$ cat src/rtl/fifo_wr_arbiter_if.sv
`default_nettype none
// ---------------------------------------------------------------------------
// Module : fifo_wr_arbiter_if
// Brief  : Requester bundle plus FIFO write port shared by fifo_wr_arbiter
//          and its environment.
// Rev    : 1.0  initial release
// ---------------------------------------------------------------------------
interface fifo_wr_arbiter_if #(
  parameter int NREQ  = 4,
  parameter int DSIZE = 8
);
  logic [NREQ-1:0]       req_valid;
  logic [NREQ*DSIZE-1:0] req_data;
  logic [NREQ-1:0]       req_last;
  logic [NREQ-1:0]       req_ack;
  logic [NREQ-1:0]       grant;
  logic                  busy;
  logic                  wr_full;
  logic                  wr_en;
  logic [DSIZE-1:0]      wr_data;

  // Arbiter side: consumes requests and full flag, drives the FIFO write port
  modport master (
    input  req_valid, req_data, req_last, wr_full,
    output req_ack, grant, busy, wr_en, wr_data
  );

  // Environment side: requesters plus the FIFO itself
  modport slave (
    output req_valid, req_data, req_last, wr_full,
    input  req_ack, grant, busy, wr_en, wr_data
  );
endinterface
`default_nettype wire

$ cat src/rtl/fifo_wr_arbiter.sv
`default_nettype none
// ---------------------------------------------------------------------------
// Module : fifo_wr_arbiter
// Brief  : Round-robin arbiter sharing one FIFO write port among NREQ
//          requesters, bounded bursts, wr_full back-pressure.
// Rev    : 1.0  initial release
// ---------------------------------------------------------------------------
module fifo_wr_arbiter #(
  parameter int NREQ      = 4,
  parameter int DSIZE     = 8,
  parameter int MAX_BURST = 4
) (
  input  wire logic           clk,
  input  wire logic           rst_n,
  fifo_wr_arbiter_if.master   bus
);

  localparam int OW = $clog2(NREQ);
  localparam int BW = $clog2(MAX_BURST) + 1;

  typedef enum logic [0:0] {
    S_IDLE  = 1'b0,
    S_BURST = 1'b1
  } state_t;

  state_t          state_q, state_d;
  logic [OW-1:0]   owner_q, owner_d;
  logic [OW-1:0]   last_owner_q, last_owner_d;
  logic [NREQ-1:0] grant_q, grant_d;
  logic [BW-1:0]   beat_cnt_q, beat_cnt_d;

  logic            xfer;
  logic            rel;
  logic            found;
  logic [OW-1:0]   pick;
  logic [OW-1:0]   cand;

  // Increment an owner index with an explicit NREQ-1 -> 0 wrap
  function automatic logic [OW-1:0] wrap_inc(input logic [OW-1:0] x);
    return (x == OW'(NREQ - 1)) ? '0 : x + OW'(1);
  endfunction

  // Round-robin search starting just after the previous owner
  always_comb begin
    found = 1'b0;
    pick  = '0;
    cand  = last_owner_q;
    for (int k = 0; k < NREQ; k++) begin
      cand = wrap_inc(cand);
      if (!found && bus.req_valid[cand]) begin
        found = 1'b1;
        pick  = cand;
      end
    end
  end

  // A beat moves only when the owner has data and the FIFO has room
  always_comb begin
    xfer = (state_q == S_BURST) && bus.req_valid[owner_q] && !bus.wr_full;
    rel  = (state_q == S_BURST) &&
           ((xfer && (bus.req_last[owner_q] ||
                      (beat_cnt_q == BW'(MAX_BURST - 1)))) ||
            !bus.req_valid[owner_q]);
  end

  // Next-state logic: arbitrate in IDLE, count beats and release in BURST
  always_comb begin
    state_d      = state_q;
    owner_d      = owner_q;
    last_owner_d = last_owner_q;
    grant_d      = grant_q;
    beat_cnt_d   = beat_cnt_q;
    case (state_q)
      S_IDLE: begin
        if (found) begin
          owner_d    = pick;
          grant_d    = NREQ'(1) << pick;
          beat_cnt_d = '0;
          state_d    = S_BURST;
        end
      end
      S_BURST: begin
        if (xfer) begin
          beat_cnt_d = beat_cnt_q + BW'(1);
        end
        if (rel) begin
          state_d      = S_IDLE;
          grant_d      = '0;
          last_owner_d = owner_q;
        end
      end
      default: begin
        state_d = S_IDLE;
        grant_d = '0;
      end
    endcase
  end

  // State registers; last_owner resets to NREQ-1 so requester 0 wins first
  always_ff @(posedge clk or negedge rst_n) begin
    if (!rst_n) begin
      state_q      <= S_IDLE;
      owner_q      <= '0;
      last_owner_q <= OW'(NREQ - 1);
      grant_q      <= '0;
      beat_cnt_q   <= '0;
    end else begin
      state_q      <= state_d;
      owner_q      <= owner_d;
      last_owner_q <= last_owner_d;
      grant_q      <= grant_d;
      beat_cnt_q   <= beat_cnt_d;
    end
  end

  // Outputs derive from registered state, so reset silences wr_en at once
  assign bus.wr_en   = xfer;
  assign bus.req_ack = xfer ? grant_q : '0;
  assign bus.grant   = grant_q;
  assign bus.busy    = (state_q == S_BURST);
  assign bus.wr_data = (state_q == S_BURST) ?
                       bus.req_data[int'(owner_q)*DSIZE +: DSIZE] : '0;

  a_grant_onehot: assert property (@(posedge clk) disable iff (!rst_n)
    $onehot0(bus.grant));
  a_wr_en_not_full: assert property (@(posedge clk) disable iff (!rst_n)
    bus.wr_en |-> !bus.wr_full);
  a_ack_single: assert property (@(posedge clk) disable iff (!rst_n)
    $countones(bus.req_ack) <= 1);
  a_ack_matches: assert property (@(posedge clk) disable iff (!rst_n)
    bus.req_ack == (bus.wr_en ? bus.grant : '0));

endmodule
`default_nettype wire

$ cat src/flat_wrapper.sv
// flat-port wrapper written by rule: the top's interface ports become plain ports
module fifo_wr_arbiter_flat 
#(
  parameter int NREQ      = 4,
  parameter int DSIZE     = 8,
  parameter int MAX_BURST = 4
)
  (clk, rst_n, bus_req_valid, bus_req_data, bus_req_last, bus_wr_full, bus_req_ack, bus_grant, bus_busy, bus_wr_en, bus_wr_data);
  fifo_wr_arbiter_if #(.NREQ(NREQ), .DSIZE(DSIZE)) bus_i ();
  input  wire logic clk;
  input  wire logic rst_n;
  input wire logic [$bits(bus_i.req_valid)-1:0] bus_req_valid;
  input wire logic [$bits(bus_i.req_data)-1:0] bus_req_data;
  input wire logic [$bits(bus_i.req_last)-1:0] bus_req_last;
  input wire logic [$bits(bus_i.wr_full)-1:0] bus_wr_full;
  output wire logic [$bits(bus_i.req_ack)-1:0] bus_req_ack;
  output wire logic [$bits(bus_i.grant)-1:0] bus_grant;
  output wire logic [$bits(bus_i.busy)-1:0] bus_busy;
  output wire logic [$bits(bus_i.wr_en)-1:0] bus_wr_en;
  output wire logic [$bits(bus_i.wr_data)-1:0] bus_wr_data;
  assign bus_i.req_valid = bus_req_valid;
  assign bus_i.req_data = bus_req_data;
  assign bus_i.req_last = bus_req_last;
  assign bus_i.wr_full = bus_wr_full;
  assign bus_req_ack = bus_i.req_ack;
  assign bus_grant = bus_i.grant;
  assign bus_busy = bus_i.busy;
  assign bus_wr_en = bus_i.wr_en;
  assign bus_wr_data = bus_i.wr_data;
  fifo_wr_arbiter #(.NREQ(NREQ), .DSIZE(DSIZE), .MAX_BURST(MAX_BURST)) u_core (.clk(clk), .rst_n(rst_n), .bus(bus_i));
endmodule
$ cat config.mk
export PLATFORM = sky130hd
export DESIGN_NAME = fifo_wr_arbiter_flat
export DESIGN_NICKNAME = d
export VERILOG_FILES = /design/src/rtl/fifo_wr_arbiter_if.sv /design/src/rtl/fifo_wr_arbiter.sv /design/src/flat_wrapper.sv
export SDC_FILE = /design/constraint.sdc
export NUM_CORES = 1
export LEC_CHECK = 0
export CORE_MARGIN = 10
export CORE_UTILIZATION = 36
export CTS_CLUSTER_DIAMETER = 40
export DETAILED_ROUTE_END_ITERATION = 16
export PLACE_DENSITY = 0.8
export SLEW_MARGIN = 25
export SYNTH_ARGS = -nofsm -noshare
export SYNTH_HDL_FRONTEND = slang
export SYNTH_SLANG_ARGS = --single-unit
$ cat constraint.sdc
create_clock -name clk -period 2.2 [get_ports clk]
set_input_delay 0.44 -clock clk [delete_from_list [all_inputs] [get_ports clk]]
set_output_delay 0.44 -clock clk [all_outputs]
set_load 0.005 [all_outputs]
Yosys cells after proc, flatten, opt, wreduce, memory -nomap -nowiden
Cells that the tools add are included.
{ "classes": {"addsub": 5, "n_reduce_logical": 18, "mux": 35, "eq_ne": 8, "bitwise": 1, "magnitude_cmp": 5, "n_shift": 2} }
{ "ops": {"columns": ["cell", "n"], "rows": [
  ["32-bit by 6-bit indexed part select with 8-bit output", 1],
  ["2-bit two-way mux", 8],
  ["2-bit by 3-bit less-than comparator with 1-bit output, second input constant", 5],
  ["1-bit binary-select mux with 2-bit select", 6],
  ["1-bit two-way mux", 12],
  ["4-bit two-way mux", 3],
  ["2-bit by 1-bit adder with 2-bit output, second input constant", 4],
  ["2-bit equality test, second input constant", 4],
  ["8-bit two-way mux", 1],
  ["4-bit one-hot mux with 2 select lines", 1],
  ["2-bit AND reduction", 4],
  ["1-bit logical AND", 7],
  ["3-bit two-way mux", 2],
  ["3-bit one-hot mux with 2 select lines", 1],
  ["1-bit logical NOT", 5],
  ["2-bit != test, second input constant", 2],
  ["1-bit by 2-bit << shifter with 4-bit output, first input constant", 1],
  ["3-bit by 1-bit adder with 3-bit output, second input constant", 1],
  ["3-bit by 2-bit equality test with 1-bit output, second input constant", 1],
  ["1-bit logical OR", 2],
  ["2-bit by 1-bit != test with 1-bit output, second input constant", 1],
  ["1-bit one-hot mux with 2 select lines", 1],
  ["1-bit inverter", 1]
]} }
{ "totals": {"output_inout_bits": 18, "reg_bits": 12} }

Longest topological paths before layout
Gate-level depths: netlist of run 1.
{ "depth": {"word_depth": 17, "mapped_depth": 6, "ltp_nobuf": 6} }

Least setup slack after synthesis of run 1
OpenSTA, ideal clock, no wires.
{ "synth_timing": {"path_type": "reg2out", "start": "reg u_core.owner_q[0]", "end": "out bus_wr_data[0]", "path_buffers": 1, "arrival_time_ns": 1.302, "path_stages_with_launch": 4, "setup_slack_ns": 0.458, "path_cell_list": "dfrtp_1 buf_2 mux4_2 and2_1"} }
{ "synth_between": {"elab_chain_cells": 2} }
{ "synth_lines": {"columns": ["item", "line_no", "source"], "rows": [
  ["from (decl)", "fifo_wr_arbiter.sv:27", "logic [OW-1:0] owner_q, owner_d;"],
  ["from (signal assigned)", "fifo_wr_arbiter.sv:109", "owner_q <= owner_d;"],
  ["32-bit by 6-bit indexed part select with 8-bit output", "fifo_wr_arbiter.sv:122", "bus.req_data[int'(owner_q)*DSIZE +: DSIZE] : '0;"],
  ["8-bit two-way mux", "fifo_wr_arbiter.sv:121", "assign bus.wr_data = (state_q == S_BURST) ?"],
  ["to (decl)", "flat_wrapper.sv:20", "output wire logic [$bits(bus_i.wr_data)-1:0] bus_wr_data;"]
]} }
No other way between the ends.

Worst setup path in the final report of run 1
{ "layout_timing": {"start": "reg u_core.owner_q[0]", "end": "out bus_wr_data[5]"} }
Same word-level chain as after synthesis.

==> results.json, run 1 <==
{
  "antenna_found_initial": 0,
  "crit_slowest_cell": "mux4_2",
  "drv_slew": 0,
  "dieHeight_um": 71.3,
  "synth_cell_types": 35,
  "finalWeightedCongestion": 0.890,
  "synth-simple-area-share": 0.185,
  "grt-ovfl-total": 0,
  "dp_hpwl_um": 2740,
  "min_period_ns": 2.21,
  "diodes": 0,
  "drt.antenna.violating_nets": 0,
  "p_leak_nw": 0.773,
  "synth_top_family_by_area": "multiplexers",
  "synthTopCellsByArea": "dfrtp_1 26%, mux4_2 21%, and2_1 7.9%",
  "worst_path_most_repeated_cell": "buf_6",
  "synth-edff-count": 0,
  "ios": 61,
  "worst_slew_pin_slew_ns": 0.567,
  "syn_nets": 130,
  "yosysSeqAreaShare": 0.320,
  "io_buffers": 60,
  "worstSetupEndpointType": "output pin",
  "slowest_delay_ns": 0.48,
  "finalClockSkew_ns": 0.00734,
  "cts_root_buf": "clkbuf_4",
  "yosysWarnings": 0,
  "synth_top_area_frac": 0.265,
  "regArea_um2": 303,
  "mostFrequentLayoutCell": "clkdlybuf4s50_1",
  "synthMuxAreaShare": 0.270,
  "worst_slack_ns": -0.0125,
  "die_area_mm2": 0.00508,
  "ys_ff_latch": 12,
  "core_area_mm2": 0.00250,
  "syn_area_um2": 946,
  "synth-async-reset-ratio": 1.00,
  "syn_area_per_cell_um2": 11.3,
  "drc": 0,
  "viasPerCell": 5.29,
  "synthXorXnorAreaFrac": 0.00926,
  "cap_violations": 0,
  "status": "finished with violations",
  "violations": "negative setup slack",
  "dr.pass1.iters": 4,
  "hold_viol": 0,
  "multiInputGateArea_um2": 619,
  "grt_usage": 0.135,
  "finalWirelength_um": 3390,
  "num_vias": 1042,
  "path_cells": "buf_6 > buf_6 > buf_6 > mux4_2 > and2_4 > buf_6",
  "synth_flop_cell": "dfrtp_1",
  "worst-setup-path-type": "reg2out",
  "min_period_over_period": 1.01,
  "drive_gt1_frac": 0.335,
  "syn-instance-count": 84,
  "clk_latency_ns": 0.28,
  "cts_buffer_depth": 2,
  "clkTransAtPathRegs_ns": 0.09,
  "dieWidth_um": 71.3,
  "synth_adder_area_share": 0.0397,
  "dp_slack_ns": -0.411,
  "drt_iter0_drc": 40,
  "grt_max_degree": 13,
  "syn2layout_area_growth_pct": 86.2,
  "timing.setup.tns_ns": -0.0235,
  "fillers": 205,
  "cp.arrival_ns": 1.77,
  "yosys.area.top_type": "dfrtp_1",
  "whs_ns": 0.518,
  "synth_compound_area_frac": 0.140,
  "grt_pass1_wl_um": 5690,
  "start_util": 0.378,
  "cp_max_fo": 3,
  "cts_tree": "built",
  "vdd_drop_max_uv": 728,
  "grt_pass1_vias": 1191,
  "max_freq_mhz": 452,
  "slew_headroom": 0.621,
  "cp.required_ns": 1.76,
  "setup_viol": 2,
  "cp-start-kind": "flip-flop",
  "htreeDepth": 1,
  "rsz0062_at_grt": "yes",
  "cts.sink_count": 12,
  "nets": 214,
  "hold_buffers": 0,
  "power_density_mw_per_mm2": 1130,
  "min-delay-path-class": "in2async",
  "wl_per_cell_um": 17.2,
  "cts_made_buffers": 3,
  "fp-row-count": 18,
  "final_cell_mix": "43 x clkdlybuf4s50_1, 18 x buf_4, 10 x dfrtp_1, 9 x mux4_2"
}
worst max-delay path, delay by kind of cell (launching register included):
kind / cells / cell delay (ns)
muxes: 1 / 0.48
DFF: 1 / 0.44
buffers and inverters: 4 / 0.43
and+or+nand+nor: 1 / 0.15
path summary, 6_finish.rpt:
| check | slack (ns) | depth (start not counted) | from | endpoint |
|---|---|---|---|---|
| max | -0.01 | 6 | u_core.owner_q[0] | bus_wr_data[5] |
| max in group asynchronous | 1.31 | 1 | rst_n | u_core.owner_q[0] |
| min in group clk | 0.53 | 2 | u_core.beat_cnt_q[1] | u_core.beat_cnt_q[1] |
| min reg2reg | 0.53 | 2 | u_core.beat_cnt_q[1] | u_core.beat_cnt_q[1] |
| min | 0.52 | 1 | rst_n | u_core.owner_q[1] |
| max reg2reg | 0.33 | 7 | u_core.owner_q[0] | u_core.last_owner_q[1] |
synth_stat cells (2+ instances only):
cell type	instances
ha_1	3
inv_1	3
mux4_2	9
buf_2	3
dfrtp_1	10
mux2_1	2
and2_1	12
nor2_1	2
nand2_1	6
mux2i_1	3
a32o_1	4
dfstp_2	2
o21ai_1	2
or2_1	2
through the flow:
step | instances | instance area (um2) | util | total power [mW]
after global placement | 183 | 1660 | 0.665 | 1.62
after global routing | 197 | 1760 | 0.705 | 2.16
after CTS | 197 | 1770 | 0.709 | 1.99
after floorplan | 84 | 946 | - | 1.09
after detailed placement | 183 | 1660 | 0.665 | 1.66
final | 197 | 1760 | 0.705 | 1.99
report_power, final:
part	internal (mW)	switching (mW)	leakage [nW]
clock network	0.101	0.0827	0.0210
logic	0.872	0.552	0.602
registers	0.322	0.0665	0.150
sequential cells by signal, indices dropped and copies added (netlist names):
signal / count
u_core.beat_cnt_q: 3
u_core.bus.busy: 1
u_core.bus.grant: 4
u_core.last_owner_q: 2
u_core.owner_q: 2
layer usage:
metal | vias to the layer above | GRT usage | share of wire
met5 | - | 0 | 0
met4 | 0 | 0.0258 | 0.0041
met3 | 4 | 0.0413 | 0.063
met2 | 37 | 0.261 | 0.54
met1 | 513 | 0.138 | 0.39
li1 | 488 | - | -
timing repair:
action / CTS / global route
setup endpoints to repair: 13 / 11
setup buffers: 10 / 2
resized for setup: 49 / 13
pin swaps: 8 / 3
layout make-up:
| cell class | instances | share of cell area |
|---|---|---|
| multi-input combinational | 64 | 0.352 |
| clock buffer | 4 | 0.0206 |
| tap | 30 | 0.0213 |
| sequential | 12 | 0.172 |
| inverter | 4 | 0.00852 |
| timing repair buffer | 83 | 0.426 |
logic make-up (layout without fill, tap and decap cells):
family,count (synthesis),after routing
buf+inv,8,91
xor+xnor,1,1
fa+ha+maj,3,3
flops,12,12
simple gates,29,29
compound gates,17,17
mux,14,14
No activity file was read; power rests on OpenSTA's default activity.
==> run 2: changes to the inputs <==
--- a/config.mk
+++ b/config.mk
@@ -5,11 +5,13 @@
 export SDC_FILE = /design/constraint.sdc
 export NUM_CORES = 1
 export LEC_CHECK = 0
+export CELL_PAD_IN_SITES_DETAIL_PLACEMENT = 2
+export CELL_PAD_IN_SITES_GLOBAL_PLACEMENT = 2
 export CORE_MARGIN = 10
-export CORE_UTILIZATION = 36
+export CORE_UTILIZATION = 20
 export CTS_CLUSTER_DIAMETER = 40
 export DETAILED_ROUTE_END_ITERATION = 16
-export PLACE_DENSITY = 0.8
+export PLACE_DENSITY_LB_ADDON = 0.1
 export SLEW_MARGIN = 25
 export SYNTH_ARGS = -nofsm -noshare
 export SYNTH_HDL_FRONTEND = slang
==> results.json, run 2 (synthesis gave the netlist of run 1 again) <==
{
  "status": "completed",
  "dieWidth_um": 88.8,
  "fin_area_mm2": 0.00178,
  "finalClockSkew_ns": 0.00325,
  "drc": 0,
  "fp-row-count": 24,
  "drt_iter0_drc": 18,
  "cp_max_fo": 1,
  "drv_slew": 0,
  "dp_hpwl_um": 3510,
  "grt_max_degree": 13,
  "dp_slack_ns": -0.502,
  "fillers": 472,
  "r2r_cells": 5,
  "grt_pass1_wl_um": 6710,
  "hold_viol": 0,
  "dr.pass1.iters": 3,
  "dpl-instance-area_mm2": 0.00168,
  "cts_tree": "built",
  "rsz0062_at_grt": "yes",
  "cp.required_ns": 1.76,
  "multiInputGateArea_um2": 619,
  "finalWirelength_um": 4160,
  "worst_slack_ns": 0.0460,
  "worst_slew_pin_slew_ns": 0.592,
  "diodes": 0,
  "start_util": 0.211,
  "regArea_um2": 303,
  "slew_headroom": 0.604,
  "power_density_mw_per_mm2": 1130,
  "core_area_mm2": 0.00447,
  "timing.rr.start": "u_core.last_owner_q[0]",
  "io_buffers": 60,
  "drive_gt1_frac": 0.278,
  "grt-ovfl-total": 0,
  "path_delay_family": "buffers and inverters",
  "cp_num_buf_inv": 2,
  "reg2reg_to": "u_core.owner_q[1]",
  "mostFrequentLayoutCell": "clkdlybuf4s50_1",
  "endpoint": "bus_wr_data[1]",
  "cp-start-kind": "input port",
  "wl_per_cell_um": 19.4,
  "final_cell_mix": "43 x clkdlybuf4s50_1, 15 x buf_4, 10 x dfrtp_1, 9 x mux4_2, 8 x and2_1",
  "critical_path_depth": 4,
  "drt.antenna.violating_nets": 0,
  "cts_root_buf": "clkbuf_8",
  "setup_viol": 0,
  "vdd_drop_max_uv": 632,
  "htreeDepth": 1,
  "ios": 61,
  "path_cells": "clkdlybuf4s50_1 > mux4_2 > and2_1 > dlygate4sd2_1",
  "clkTransAtPathRegs_ns": 0.05,
  "cts.sink_count": 12,
  "syn2layout_area_growth_pct": 87.7,
  "grt_pass1_vias": 1185,
  "dieHeight_um": 88.8,
  "min-delay-path-class": "reg2reg",
  "cts_buffer_depth": 2,
  "cts_made_buffers": 3,
  "crit_slowest_cell": "mux4_2",
  "cap_violations": 0,
  "viasPerCell": 4.86,
  "grt_usage": 0.110,
  "slowest_delay_ns": 0.45,
  "finalWeightedCongestion": 0.747,
  "nets": 209,
  "largest_reg_flops": 4,
  "antenna_found_initial": 0,
  "min_period_over_period": 0.979,
  "rrSetupSlack_ns": 0.26,
  "cp.arrival_ns": 1.71,
  "max_freq_mhz": 464,
  "min_period_ns": 2.15,
  "worstSetupEndpointType": "output pin",
  "worst-setup-path-type": "in2out",
  "crit_start": "bus_req_data[17]",
  "clk_latency_ns": 0.24,
  "die_area_mm2": 0.00788,
  "p_leak_nw": 0.764,
  "num_vias": 1040
}
## run 2: worst min path at each step
stage | startpoint | to | slack [ns] | cells past startpoint
floorplan | rst_n | u_core.beat_cnt_q[0] | 0.14 | 0
global placement | u_core.beat_cnt_q[1] | u_core.beat_cnt_q[1] | 0.51 | 2
detailed placement | u_core.bus.grant[3] | u_core.bus.grant[3] | 0.53 | 1
CTS | u_core.beat_cnt_q[1] | u_core.beat_cnt_q[1] | 0.54 | 2
global route | u_core.beat_cnt_q[2] | u_core.beat_cnt_q[2] | 0.58 | 2
finish | u_core.beat_cnt_q[2] | u_core.beat_cnt_q[2] | 0.54 | 2
## run 2: through the flow
step                TNS (ns)  power, mW  utilization  std cells  hold slack (ns)
floorplan                  0       1.09            -         84            0.144
global placement       -3.18       1.65        0.374        203            0.513
detailed placement     -3.66       1.71        0.374        203            0.532
CTS                   -0.165       1.94        0.388        209            0.540
global route         -0.0372       2.19        0.397        214            0.576
finish                     0       2.00        0.397        214            0.535
## run 2: worst reg2reg max path: stages, from the launching register on
cell and delay, ns:
dfstp_2 0.37, ha_1 0.17, or2_1 0.27, o21a_1 0.20, o32ai_1 0.55, o21ai_0 0.21
## run 2: metal layers
layer,global-route usage,part of all wire,up-vias
met2,0.207,0.54,29
met3,0.0294,0.053,2
met4,0.0176,0.0046,0
met1,0.122,0.40,530
li1,-,-,479
met5,0,0,-
## run 2: repair_timing
item,CTS,global route
gates resized for setup,22,19
endpoints found under the setup margin,13,10
pin swaps,1,1
setup buffers,2,5
hold buffers,0,0
## run 2: final cells by class
cell class | instances | share of cell area
Timing Repair Buffer | 78 | 0.405
Multi-Input combinational cell | 64 | 0.349
Sequential cell | 12 | 0.171
Tap cell | 52 | 0.0366
Clock buffer | 4 | 0.0310
Inverter | 4 | 0.00846
## run 2: where the power goes
group | leakage, nW | total (mW) | switching, mW | internal, mW
logic | 0.585 | 1.38 | 0.573 | 0.803
clock network | 0.0288 | 0.240 | 0.0821 | 0.158
registers | 0.150 | 0.386 | 0.0630 | 0.323
==> run 3: changes to the inputs <==
--- a/config.mk
+++ b/config.mk
@@ -12,7 +12,6 @@
 export CTS_CLUSTER_DIAMETER = 40
 export DETAILED_ROUTE_END_ITERATION = 16
 export PLACE_DENSITY_LB_ADDON = 0.1
-export SLEW_MARGIN = 25
 export SYNTH_ARGS = -nofsm -noshare
 export SYNTH_HDL_FRONTEND = slang
 export SYNTH_SLANG_ARGS = --single-unit
==> results of run 3 <==
No change in the layout: final DEF, timing and power equal those of run 2.
